### src/rtl/ahb_master_if.sv
`default_nettype none
// ============================================================================
//  Module   : ahb_master_if
//  Purpose  : Far-side AHB-Lite master of the AHB2AHB bridge. Takes simple
//             valid/ready requests from the slave front end and issues each
//             one as a SINGLE NONSEQ transfer. The address and data phases
//             are pipelined, so it sustains one transfer per cycle when the
//             bus inserts no wait states. ERROR responses use the two-cycle
//             AHB cancel sequence, and the pending address phase is retried.
//  Ports    : i_clk_ahb, i_rst_ahb (async, active-high)
//             Front end : i_valid, i_rd0_wr1, i_addr, i_wr_data, o_ready,
//                         o_rd_valid, o_rd_data, o_err
//             AHB       : o_htrans, o_haddr, o_hwrite, o_hsize, o_hburst,
//                         o_hwdata, i_hready, i_hresp, i_hrdata
//  Revision : 1.0  initial release
// ============================================================================
module ahb_master_if #(
    parameter int           DATA_WIDTH = 32,
    parameter int           ADDR_WIDTH = 32,
    parameter logic [2:0]   HSIZE      = 3'b010
) (
    input  logic                    i_clk_ahb,
    input  logic                    i_rst_ahb,
    input  logic                    i_valid,
    input  logic                    i_rd0_wr1,
    input  logic [ADDR_WIDTH-1:0]   i_addr,
    input  logic [DATA_WIDTH-1:0]   i_wr_data,
    output logic                    o_ready,
    output logic                    o_rd_valid,
    output logic [DATA_WIDTH-1:0]   o_rd_data,
    output logic                    o_err,
    output logic [1:0]              o_htrans,
    output logic [ADDR_WIDTH-1:0]   o_haddr,
    output logic                    o_hwrite,
    output logic [2:0]              o_hsize,
    output logic [2:0]              o_hburst,
    output logic [DATA_WIDTH-1:0]   o_hwdata,
    input  logic                    i_hready,
    input  logic                    i_hresp,
    input  logic [DATA_WIDTH-1:0]   i_hrdata
);

    typedef enum logic [1:0] {
        S_RUN  = 2'd0,
        S_ERR1 = 2'd1,
        S_ERR2 = 2'd2
    } state_t;

    localparam logic [1:0] c_HTRANS_IDLE   = 2'b00;
    localparam logic [1:0] c_HTRANS_NONSEQ = 2'b10;

    state_t                 r_state;
    state_t                 w_state_nxt;
    logic                   w_err_start;
    logic                   w_run;
    logic                   w_ready;
    logic                   w_accept;

    // Address-phase slot
    logic                   r_ap_valid;
    logic [ADDR_WIDTH-1:0]  r_ap_addr;
    logic                   r_ap_write;
    logic [DATA_WIDTH-1:0]  r_ap_wdata;
    // Data-phase slot
    logic                   r_dp_valid;
    logic                   r_dp_write;
    logic [DATA_WIDTH-1:0]  r_dp_wdata;
    // Front-end responses
    logic                   r_rd_valid;
    logic [DATA_WIDTH-1:0]  r_rd_data;
    logic                   r_err;

    // ------------------------------------------------------------------------
    // FSM: state register
    // ------------------------------------------------------------------------
    always_ff @(posedge i_clk_ahb or posedge i_rst_ahb) begin
        if (i_rst_ahb) begin
            r_state <= S_RUN;
        end else begin
            r_state <= w_state_nxt;
        end
    end

    // ------------------------------------------------------------------------
    // FSM: next state. The first ERROR cycle (hready low) is detected while
    // still in RUN so that HTRANS can be forced to IDLE in that same cycle.
    // ------------------------------------------------------------------------
    always_comb begin
        w_state_nxt = r_state;
        w_err_start = 1'b0;
        case (r_state)
            S_RUN: begin
                if (r_dp_valid && i_hresp && !i_hready) begin
                    w_err_start = 1'b1;
                    w_state_nxt = S_ERR1;
                end
            end
            S_ERR1: begin
                if (i_hready && i_hresp) begin
                    w_state_nxt = S_ERR2;
                end
            end
            S_ERR2:  w_state_nxt = S_RUN;
            default: w_state_nxt = S_RUN;
        endcase
    end

    assign w_run    = (r_state == S_RUN);
    // The AP slot may be refilled when it is empty or is about to move to DP.
    assign w_ready  = w_run && (!r_ap_valid || i_hready) && !i_rst_ahb;
    assign w_accept = i_valid && w_ready;

    // ------------------------------------------------------------------------
    // Pipeline slots and response pulses
    // ------------------------------------------------------------------------
    always_ff @(posedge i_clk_ahb or posedge i_rst_ahb) begin
        if (i_rst_ahb) begin
            r_ap_valid <= 1'b0;
            r_ap_addr  <= '0;
            r_ap_write <= 1'b0;
            r_ap_wdata <= '0;
            r_dp_valid <= 1'b0;
            r_dp_write <= 1'b0;
            r_dp_wdata <= '0;
            r_rd_valid <= 1'b0;
            r_rd_data  <= '0;
            r_err      <= 1'b0;
        end else begin
            r_rd_valid <= 1'b0;
            r_err      <= 1'b0;
            case (r_state)
                S_RUN: begin
                    if (i_hready) begin
                        if (r_dp_valid && !r_dp_write && !i_hresp) begin
                            r_rd_valid <= 1'b1;
                            r_rd_data  <= i_hrdata;
                        end
                        r_dp_valid <= r_ap_valid;
                        if (r_ap_valid) begin
                            r_dp_write <= r_ap_write;
                            r_dp_wdata <= r_ap_wdata;
                        end
                    end
                    // Acceptance while hready is low only happens with AP empty,
                    // so a stalled, occupied AP is never overwritten.
                    if (w_accept) begin
                        r_ap_valid <= 1'b1;
                        r_ap_addr  <= i_addr;
                        r_ap_write <= i_rd0_wr1;
                        r_ap_wdata <= i_wr_data;
                    end else if (i_hready) begin
                        r_ap_valid <= 1'b0;
                    end
                end
                S_ERR1: begin
                    // Second ERROR cycle: retire DP only. AP was cancelled
                    // on the bus (IDLE) and is kept for re-issue.
                    if (i_hready && i_hresp) begin
                        r_dp_valid <= 1'b0;
                        r_err      <= 1'b1;
                        if (!r_dp_write) begin
                            r_rd_valid <= 1'b1;
                            r_rd_data  <= '0;
                        end
                    end
                end
                default: begin
                end
            endcase
        end
    end

    // ------------------------------------------------------------------------
    // Outputs
    // ------------------------------------------------------------------------
    assign o_htrans   = (w_run && r_ap_valid && !w_err_start) ? c_HTRANS_NONSEQ
                                                              : c_HTRANS_IDLE;
    assign o_haddr    = r_ap_addr;
    assign o_hwrite   = r_ap_write;
    assign o_hsize    = HSIZE;
    assign o_hburst   = 3'b000;
    assign o_hwdata   = r_dp_wdata;
    assign o_ready    = w_ready;
    assign o_rd_valid = r_rd_valid;
    assign o_rd_data  = r_rd_data;
    assign o_err      = r_err;

endmodule
`default_nettype wire
### config.mk
export PLATFORM = sky130hd
export DESIGN_NAME = ahb_master_if
export DESIGN_NICKNAME = d
export VERILOG_FILES = /design/src/rtl/ahb_master_if.sv
export SDC_FILE = /design/constraint.sdc
export NUM_CORES = 1
export LEC_CHECK = 0
export ABC_AREA = 1
export CELL_PAD_IN_SITES_DETAIL_PLACEMENT = 1
export CELL_PAD_IN_SITES_GLOBAL_PLACEMENT = 1
export CORE_ASPECT_RATIO = 1.1
export CORE_MARGIN = 8
export CORE_UTILIZATION = 34
export CTS_BUF_LIST = sky130_fd_sc_hd__clkbuf_8
export CTS_CLUSTER_DIAMETER = 120
export DETAILED_ROUTE_END_ITERATION = 6
export GPL_ROUTABILITY_DRIVEN = 1
export PLACE_DENSITY = 0.93
export REMOVE_ABC_BUFFERS = 1
export SYNTH_ARGS = -nofsm -noshare
export SYNTH_HDL_FRONTEND = slang
export SYNTH_SLANG_ARGS = --single-unit
### constraint.sdc
create_clock -name i_clk_ahb -period 5.9 [get_ports i_clk_ahb]
set_clock_uncertainty 0.2 [all_clocks]
set_input_delay 1.18 -clock i_clk_ahb [delete_from_list [all_inputs] [get_ports i_clk_ahb]]
set_output_delay 1.18 -clock i_clk_ahb [all_outputs]
set_load 0.005 [all_outputs]
==> flow_summary.toml, run 1 <==
[status]
run_status = "complete, no violations"

[logic_synthesis]
synthAdderAreaFrac_pct = 0
yosysTopAreaCell = "dfrtp_1"
synth-simple-area-share_pct = 34.9
syn_area_per_cell_um2 = 9.50
synth_compound_area_share_pct = 0.171
muxShareOfSynthArea_pct = 0
synth_edf_count = 0
ys_types = 23
syn-cell-area_mm2 = 0.00585
synth_most_common_cell = "nand2_1"
yosys.area_share.xor_xnor_pct = 0
ys.flop_type = "dfrtp_1"
synth_top_family_by_area = "simple AND/OR/NAND/NOR gates"
ys_top_cells_by_count = "nand2_1, dfrtp_1, nand3_1"
synth_top_area_share_pct = 58.2
yosys_warnings = 0
yosysSeqAreaShare_pct = 58.2
syn_inst = 616
synth.area.top_cells = "dfrtp_1, nand2_1, nand3_1, nand3_2, nand4_1"
async_flop_share_pct = 100
yosys_register_bits = 136

[setup_path]
ff2ff_path_depth = 6
cp_slowest_cell = "clkdlybuf4s50_1"
crit_family = "buffers and inverters"
critPathBufInv = 3
cp_slowest_stage_delay_ns = 0.54
path_common_cell = "clkdlybuf4s50_1"
path_max_fanout = 3
worstSetupEndpointType = "primary output"
crit-reg2reg-launch = "r_state[1]"
required_ns = 4.52
crit_path_start_kind = "primary input"
arrival_ns = 2.60
r2r_end = "o_rd_data[31]"
path_cells = "clkdlybuf4s50_1, inv_2, nand2_4, nand2_2, nor2_4, clkdlybuf4s50_1"
crit_type = "in2out"
ff2ff_setup_slack_ns = 3.27

[power]
peakVddDrop_v = 0.000243
power_uw = 4050
power_density_mw_per_mm2 = 488
p_leak_uw = 0.00398

[routing]
drc = 0
via_count = 5067
drt_wl_total_mm = 19.0
viasPerCell = 4.87
drt_first_pass_iters = 4
drtIter0Drc = 236
postRouteAntennaNets = 0
routedWlPerCell_um = 18.3

[die]
core-area_mm2 = 0.0170
die_y_um = 154
num_rows = 50
start_util_pct = 34.5
die_x_um = 141
ios = 210
dieArea_mm2 = 0.0217

[clocking]
cts_resized = 0
tritoncts = "done"
max-clock-path-buffers = 2
htreeDepth = 4
hold_buffers = 0
clkSinkCount = 136
clk_latency_ns = 0.43
cts_buffers = 17
path_clk_slew_ns = 0.07
cts_setup_buffers = 0
root_buffer = "clkbuf_8"

[global_route]
grt_overflow = 0
grt_pass1_vias = 5576
grt.total_usage_pct = 17.8
grt_pass1_wl_mm = 30.4
antenna_found_initial = 1
grt_start_max_net_pins = 71

[timing]
rsz0062_at_grt = "false"
hold_violations = 0
final.period_utilization_pct = 67.5
finalSetupViolations = 0
timing.fmax_mhz = 251
worst_slew_pin_slew_ns = 1.10
maxSlewHeadroom_pct = 26.3
period_minus_slack_ns = 3.98
drv_slew = 0
fin_hold_ws_ns = 0.274

[final_layout]
nFillCells = 1935
stdcell_area_mm2 = 0.00831
layout.nets = 896
drive_gt1_share_pct = 11.3
insertedDiodeCount = 0
syn2layout_area_growth_pct = 42.0

[hold_path]
whs_path_depth = 2
hold_path.startpoint = "o_hwdata[24]"
min_to = "o_hwdata[24]"
hold_path_class = "reg2reg"

[place]
gp_congestion = 0.760
place_hpwl_mm = 13.3
place_area_mm2 = 0.00789
io_buffers = 202

[job]
drv_cap = 0
==> state kept, by name, indices dropped and copies added, names as in the netlist <==
signal	flops
r_state	2
r_ap_valid	1
o_err	1
o_haddr	32
o_hwdata	32
r_dp_valid	1
o_hwrite	1
r_dp_write	1
o_rd_valid	1
r_ap_wdata	32
o_rd_data	32
==> cells in the final DEF, fill, tap and decap left out, types with 6 or more instances in the layout <==
master / count
nand3_2: 40
dfrtp_1: 135
buf_4: 7
clkdlybuf4s50_1: 201
conb_1: 7
nand4_1: 32
inv_1: 6
nand3_1: 92
nand2_1: 238
clkbuf_8: 20
==> cells by family (layout without fill, tap and decap cells) <==
logic type | count (synthesis) | count (layout)
other cells | 2 | 7
buf+inv | 63 | 249
compound gates | 2 | 2
simple gates | 413 | 413
flops | 136 | 136
==> routing by layer <==
layer | global-route usage, % | up-vias | part of all wire [%]
li1 | - | 2359 | -
met1 | 20.5 | 2491 | 42
met2 | 28.9 | 195 | 47
met3 | 8.21 | 20 | 9.6
met4 | 5.69 | 2 | 1.6
met5 | 0 | - | 0.084
==> through the flow <==
step                      instances  util (%)  TNS [ns]  setup WS [ns]
after floorplan                 567         -    -30.32         -0.460
after global placement         1009      46.5         0           1.91
after detailed placement       1009      46.5         0           1.82
after CTS                      1041      49.0         0           1.91
after global routing           1041      49.0         0           1.84
final                          1041      49.0         0           1.92
==> worst reg2reg max path, delay by kind of cell, from the launching register on <==
family,cells,cell delay (ns)
AND/OR/NAND/NOR,5,1.82
buffers and inverters,1,0.06
flip-flops,1,0.43
==> area by class of cell <==
cell class / instances / area (um^2) / area share [%]
Clock buffer: 20 / 275 / 3.31
Clock inverter: 12 / 149 / 1.79
Inverter: 9 / 38.8 / 0.467
Multi-Input combinational cell: 422 / 2090 / 25.1
Sequential cell: 136 / 3400 / 41.0
Tap cell: 234 / 293 / 3.52
Timing Repair Buffer: 208 / 2060 / 24.8
==> worst max-delay path by stage <==
stage	from	endpoint	slack, ns	cells past startpoint
after floorplan	i_rst_ahb	o_haddr[0]	-0.46	4
after global placement	i_hready	o_ready	1.91	6
after detailed placement	i_rst_ahb	r_ap_wdata[27]	1.82	5
after CTS	i_hready	o_ready	1.91	6
after global routing	i_hready	o_ready	1.84	6
final	i_hready	o_ready	1.92	6
==> power breakdown <==
part	switching (uW)	total (uW)	internal (uW)
combinational	754	1590	834
sequential	287	1650	1360
clock	363	814	450
Power figures use the tool's default switching activity.
==> run 2, diff against run 1 <==
--- a/config.mk
+++ b/config.mk
@@ -10,12 +10,12 @@
 export CELL_PAD_IN_SITES_GLOBAL_PLACEMENT = 1
 export CORE_ASPECT_RATIO = 1.1
 export CORE_MARGIN = 8
-export CORE_UTILIZATION = 34
+export CORE_UTILIZATION = 31
 export CTS_BUF_LIST = sky130_fd_sc_hd__clkbuf_8
 export CTS_CLUSTER_DIAMETER = 120
 export DETAILED_ROUTE_END_ITERATION = 6
 export GPL_ROUTABILITY_DRIVEN = 1
-export PLACE_DENSITY = 0.93
+export PLACE_DENSITY = 0.9
 export REMOVE_ABC_BUFFERS = 1
 export SYNTH_ARGS = -nofsm -noshare
 export SYNTH_HDL_FRONTEND = slang
==> constraint.sdc (replaced) <==
create_clock -name i_clk_ahb -period 3.4 [get_ports i_clk_ahb]
set_clock_uncertainty 0.2 [all_clocks]
set_input_delay 0.68 -clock i_clk_ahb [delete_from_list [all_inputs] [get_ports i_clk_ahb]]
set_output_delay 0.68 -clock i_clk_ahb [all_outputs]
set_load 0.005 [all_outputs]
==> run 2 against run 1 <==
- sequential power rose by 70%
- combinational power grew 80%
- final area grew 0.77%
- wire length rose by 1.7%
- clock-buffer cell count decreased by 1
- sequential share of layout area decreased by 0.31 points
- global-route usage fell by 1.1 points
- worst hold slack lost 0.0016 ns
- die area grew 8.6%
- critical path depth unchanged
==> flow_summary.toml, run 2 (synthesized netlist as in run 1, its figures left out) <==
[status]
run_status = "complete, no violations"

[routing]
via_count = 5110
postRouteAntennaNets = 0
drt_first_pass_iters = 4
routedWlPerCell_um = 18.4
drt_wl_total_mm = 19.4
drc = 0
viasPerCell = 4.84
drtIter0Drc = 231

[final_layout]
layout.nets = 902
final_common_cell = "nand2_1"
syn2layout_area_growth_pct = 43.1
drive_gt1_share_pct = 12.1
stdcell_area_mm2 = 0.00837
insertedDiodeCount = 0
final_cell_mix = "nand2_1, clkdlybuf4s50_1, dfrtp_1"

[setup_path]
cp_slowest_stage_delay_ns = 0.57
crit_type = "in2out"
ff2ff_setup_slack_ns = 1.43
cp_slowest_cell = "clkdlybuf4s50_1"
path_common_cell = "clkdlybuf4s50_1"
ff2ff_path_depth = 4
arrival_ns = 2.15
path_max_fanout = 3
required_ns = 2.52
path_cells = "clkdlybuf4s50_1, inv_2, nand2_4, nand2_2, nor2_4, clkdlybuf4s50_1"
worstSetupEndpointType = "primary output"
crit_start = "i_hready"
crit-reg2reg-launch = "r_ap_valid"
crit_path_start_kind = "primary input"

[clocking]
tritoncts = "done"
hold_buffers = 0
root_buffer = "clkbuf_8"
cts_resized = 0
cts_buffers = 17
cts_setup_buffers = 0
clkSinkCount = 136
htreeDepth = 4
max-clock-path-buffers = 2
clk_latency_ns = 0.44
path_clk_slew_ns = 0.08

[timing]
rsz0062_at_grt = "false"
fin_hold_ws_ns = 0.272
drv_slew = 0
finalSetupViolations = 0
period_minus_slack_ns = 3.03
worst_slew_pin_slew_ns = 0.991
timing.fmax_mhz = 330
layout_setup_ws_ns = 0.374
hold_violations = 0
final.period_utilization_pct = 89.0
maxSlewHeadroom_pct = 33.9

[hold_path]
whs_path_depth = 2
hold_path.startpoint = "o_hwdata[26]"
hold_path_class = "reg2reg"

[power]
pwr-share-comb_pct = 40.9
swShare_pct = 35.2
peakVddDrop_v = 0.000365
p_leak_uw = 0.00400
p_seq_share_pct = 40.0
p_int_uw = 4540
power_density_mw_per_mm2 = 836
clockPowerShare_pct = 19.0
power_switching_uw = 2460

[die]
core-area_mm2 = 0.0185
start_util_pct = 31.7
ios = 210
die_y_um = 160
dieArea_mm2 = 0.0235
num_rows = 52
die_x_um = 147

[place]
place_hpwl_mm = 13.3
place_area_mm2 = 0.00798
place_worst_setup_slack_ns = 0.366
io_buffers = 202
gp_congestion = 0.777

[global_route]
antenna_found_initial = 1
grt.total_usage_pct = 16.8
grt_overflow = 0
grt_start_max_net_pins = 137
grt_pass1_wl_mm = 31.7
grt_pass1_vias = 5725

[job]
drv_cap = 0
[run 2: area by class of cell]
type / count / area (um^2)
inverters: 9 / 38.8
multi-input cells: 422 / 2090
well taps: 243 / 304
fillers: 2109 / 10100
clock buffers: 19 / 262
clock inverters: 13 / 130
flip-flops and latches: 136 / 3400
repair buffers: 214 / 2150
[run 2: routing by layer]
layer | global-route usage, % | up-vias | share of wire [%]
li1 | - | 2366 | -
met1 | 19.4 | 2533 | 41
met2 | 27.3 | 189 | 48
met3 | 7.66 | 20 | 10
met4 | 4.78 | 2 | 1.1
met5 | 0 | - | 0.067
[run 2: per-stage QoR]
| stage | power, uW | TNS [ns] | instances | util, % |
|---|---|---|---|---|
| CTS | 7120 | 0 | 1056 | 45.3 |
| global placement | 5600 | 0 | 1024 | 43.2 |
| floorplan | 3870 | -319.32 | 567 | - |
| detailed placement | 5740 | 0 | 1024 | 43.2 |
| global route | 7530 | 0 | 1056 | 45.3 |
| finish | 7000 | 0 | 1056 | 45.3 |
[run 2: path summary, 6_finish.rpt]
check	to
worst max register to register	o_hwdata[27]
worst min-delay path	o_hwdata[26]
worst max-delay path	o_ready
worst min register to register	o_hwdata[26]
max in group asynchronous	o_rd_data[15]
min in group asynchronous	r_ap_valid
[run 2: worst max-delay path, delay by kind of cell]
family | cells | cell delay, ns
buffers and inverters | 3 | 1.19
AND/OR/NAND/NOR | 3 | 0.28
[run 2: power groups by stage]
stage | logic (uW) | clock network (uW) | registers, uW
floorplan | 1030 | 0 | 2840
global placement | 2820 | 0 | 2780
detailed placement | 2910 | 0 | 2830
CTS | 2930 | 1380 | 2810
global route | 3190 | 1450 | 2900
finish | 2860 | 1330 | 2800
==> patch, RTL diff (flow settings as in run 2) <==
The parameter `ADDR_WIDTH` goes from 32 to 36.
--- a/src/rtl/ahb_master_if.sv
+++ b/src/rtl/ahb_master_if.sv
@@ -16,7 +16,7 @@
 // ============================================================================
 module ahb_master_if #(
     parameter int           DATA_WIDTH = 32,
-    parameter int           ADDR_WIDTH = 32,
+    parameter int           ADDR_WIDTH = 36,
     parameter logic [2:0]   HSIZE      = 3'b010
 ) (
     input  logic                    i_clk_ahb,
Interface: changed (resized i_addr and o_haddr); port bits go from 210 to 218. No check against the original RTL was run, so the function may have changed too.
==> patch against run 2 <==
Design area down 0.79%. Hold slack about the same. Total power down 1.1%. Synthesized area down 3.3%. Sequential cell count up 4. Count of clock-buffer cells in the layout up 2. Worst setup slack better by 0.052 ns. Routed wire length up 1.4%. Sequential power up 2%. Highest routed layer unchanged.
==> patch: results (changes against run 2) <==
* Outcome: finished, final reports clean
* Yosys warns at 0 (unchanged)
* Synth unique cells at 14 (-39%)
* Port buffer count at 210 (+4.0%)
* Drt total wl at 19600 um (+1.4%)
* DP Area at 0.00793 mm2 (-0.72%)
* Ys flop type: dfrtp_1
* Sequential share of the synthesized area at 61.9% (+3.7 points)
* Hold path cells at 2 (unchanged)
* Hpwl dp at 13500 um (+1.5%)
* Core Footprint at 0.0182 mm2 (-1.8%)
* VDD IR max at 0.284 mV (-22%)
* Top cells by count, synth: nand2_1, nand3_1, dfrtp_1
* Final std cells w/o fill at 1080 (+2.3%)
* First-pass GRT wire length at 30600 um (-3.4%)
* Worst-skew pair later-pin latency at roughly 0.43 ns
* FF-to-FF path depth at 6 (+2)
* Fillcell total at 2105 (-0.19%)
* Inst Count DP at 1048 (+2.3%)
* Post-CTS setup repair buffer count at 0 (unchanged)
* Main area contributors after synthesis: dfrtp_1, nand2_1, nand3_1
* Initial DRC count at 196 (-15%)
* Cts repair resizes at 0 (unchanged)
* Syn Inst Count at 630 (+2.3%)
* Maximum clock insertion buffer count at 2 (unchanged)
* Via density at 4.76 (-1.6%)
* GRT Overall Usage at 17.3% (+0.56 points)
* Worst min-delay path startpoint: o_hwdata[22]$_DFFE_PP0P_
* Leak pwr at 4.09 nW (+2.2%)
* Drt first pass iters at 4 (unchanged)
* Vias in the first global route at 5593 (-2.3%)
* Max-slew headroom at 45.1% (+11 points)
* Largest net degree at the start of global routing at 141 (+2.9%)
* Crit Reg-Reg Startpoint: r_state[0]$_DFFE_PP0P_
* Initial antenna violation count at 2 (+1)
* Worst Setup SP: i_hready
* Share of cells above drive strength 1 at 6.45% (-5.6 points)
* Routability congestion estimate at 0.764 (-1.6%)
* Crit path DAT at 2.09 ns (-0.06 ns)
* Final Core Density at 45.8% (+0.45 points)
* # nets final at 930 (+3.1%)
* Async SR Flop Fraction at 100% (unchanged)
-- patch: critical path: stages --
cell and delay (ns):
clkdlybuf4s50_1 0.49, inv_2 0.06, nand2_1 0.08, nand2_1 0.09, nor2_4 0.14, clkdlybuf4s50_1 0.54
-- patch: area by class of cell --
class,count,area share (%)
well taps,243,3.66
repair buffers,222,26.6
inverters,10,0.512
clock inverters,11,1.13
clock buffers,21,3.48
flip-flops and latches,140,42.2
multi-input cells,433,22.4
-- patch: final timing paths --
| path | endpoint | slack, ns |
|---|---|---|
| worst max register to register | r_ap_wdata[6]$_DFFE_PP0P_ | 1.25 |
| worst min-delay path | o_hwdata[22]$_DFFE_PP0P_ | 0.27 |
| worst min register to register | o_hwdata[22]$_DFFE_PP0P_ | 0.27 |
| max in group asynchronous | o_hwdata[4]$_DFFE_PP0P_ | 1.65 |
| worst max-delay path | o_ready | 0.43 |
| min in group asynchronous | o_haddr[23]$_DFFE_PP0P_ | 0.67 |
-- patch: kinds of logic after synthesis --
| family | synth area share (%) |
|---|---|
| and+or+nand+nor | 32.3 |
| DFF | 61.9 |
| buffers and inverters | 5.66 |
| other | 0.133 |
-- patch: metal layers --
metal	GRT usage [%]	wire [um]
met1	19.9	7890
met2	28.4	9250
met3	8.11	2300
met4	4.56	170
met5	0	25
-- patch: power breakdown --
part           internal, mW  switching (mW)
Combinational          1.45            1.31
Clock                 0.651           0.658
Sequential             2.41           0.432
-- patch: metrics by stage --
step / setup TNS, ns / hold slack (ns) / worst slack [ns]
after detailed placement: 0 / 0.258 / 0.395
after CTS: 0 / 0.279 / 0.388
after global placement: 0 / 0.253 / 0.449
after floorplan: -417.21 / 0.250 / -3.39
final: 0 / 0.272 / 0.425
after global routing: 0 / 0.301 / 0.311
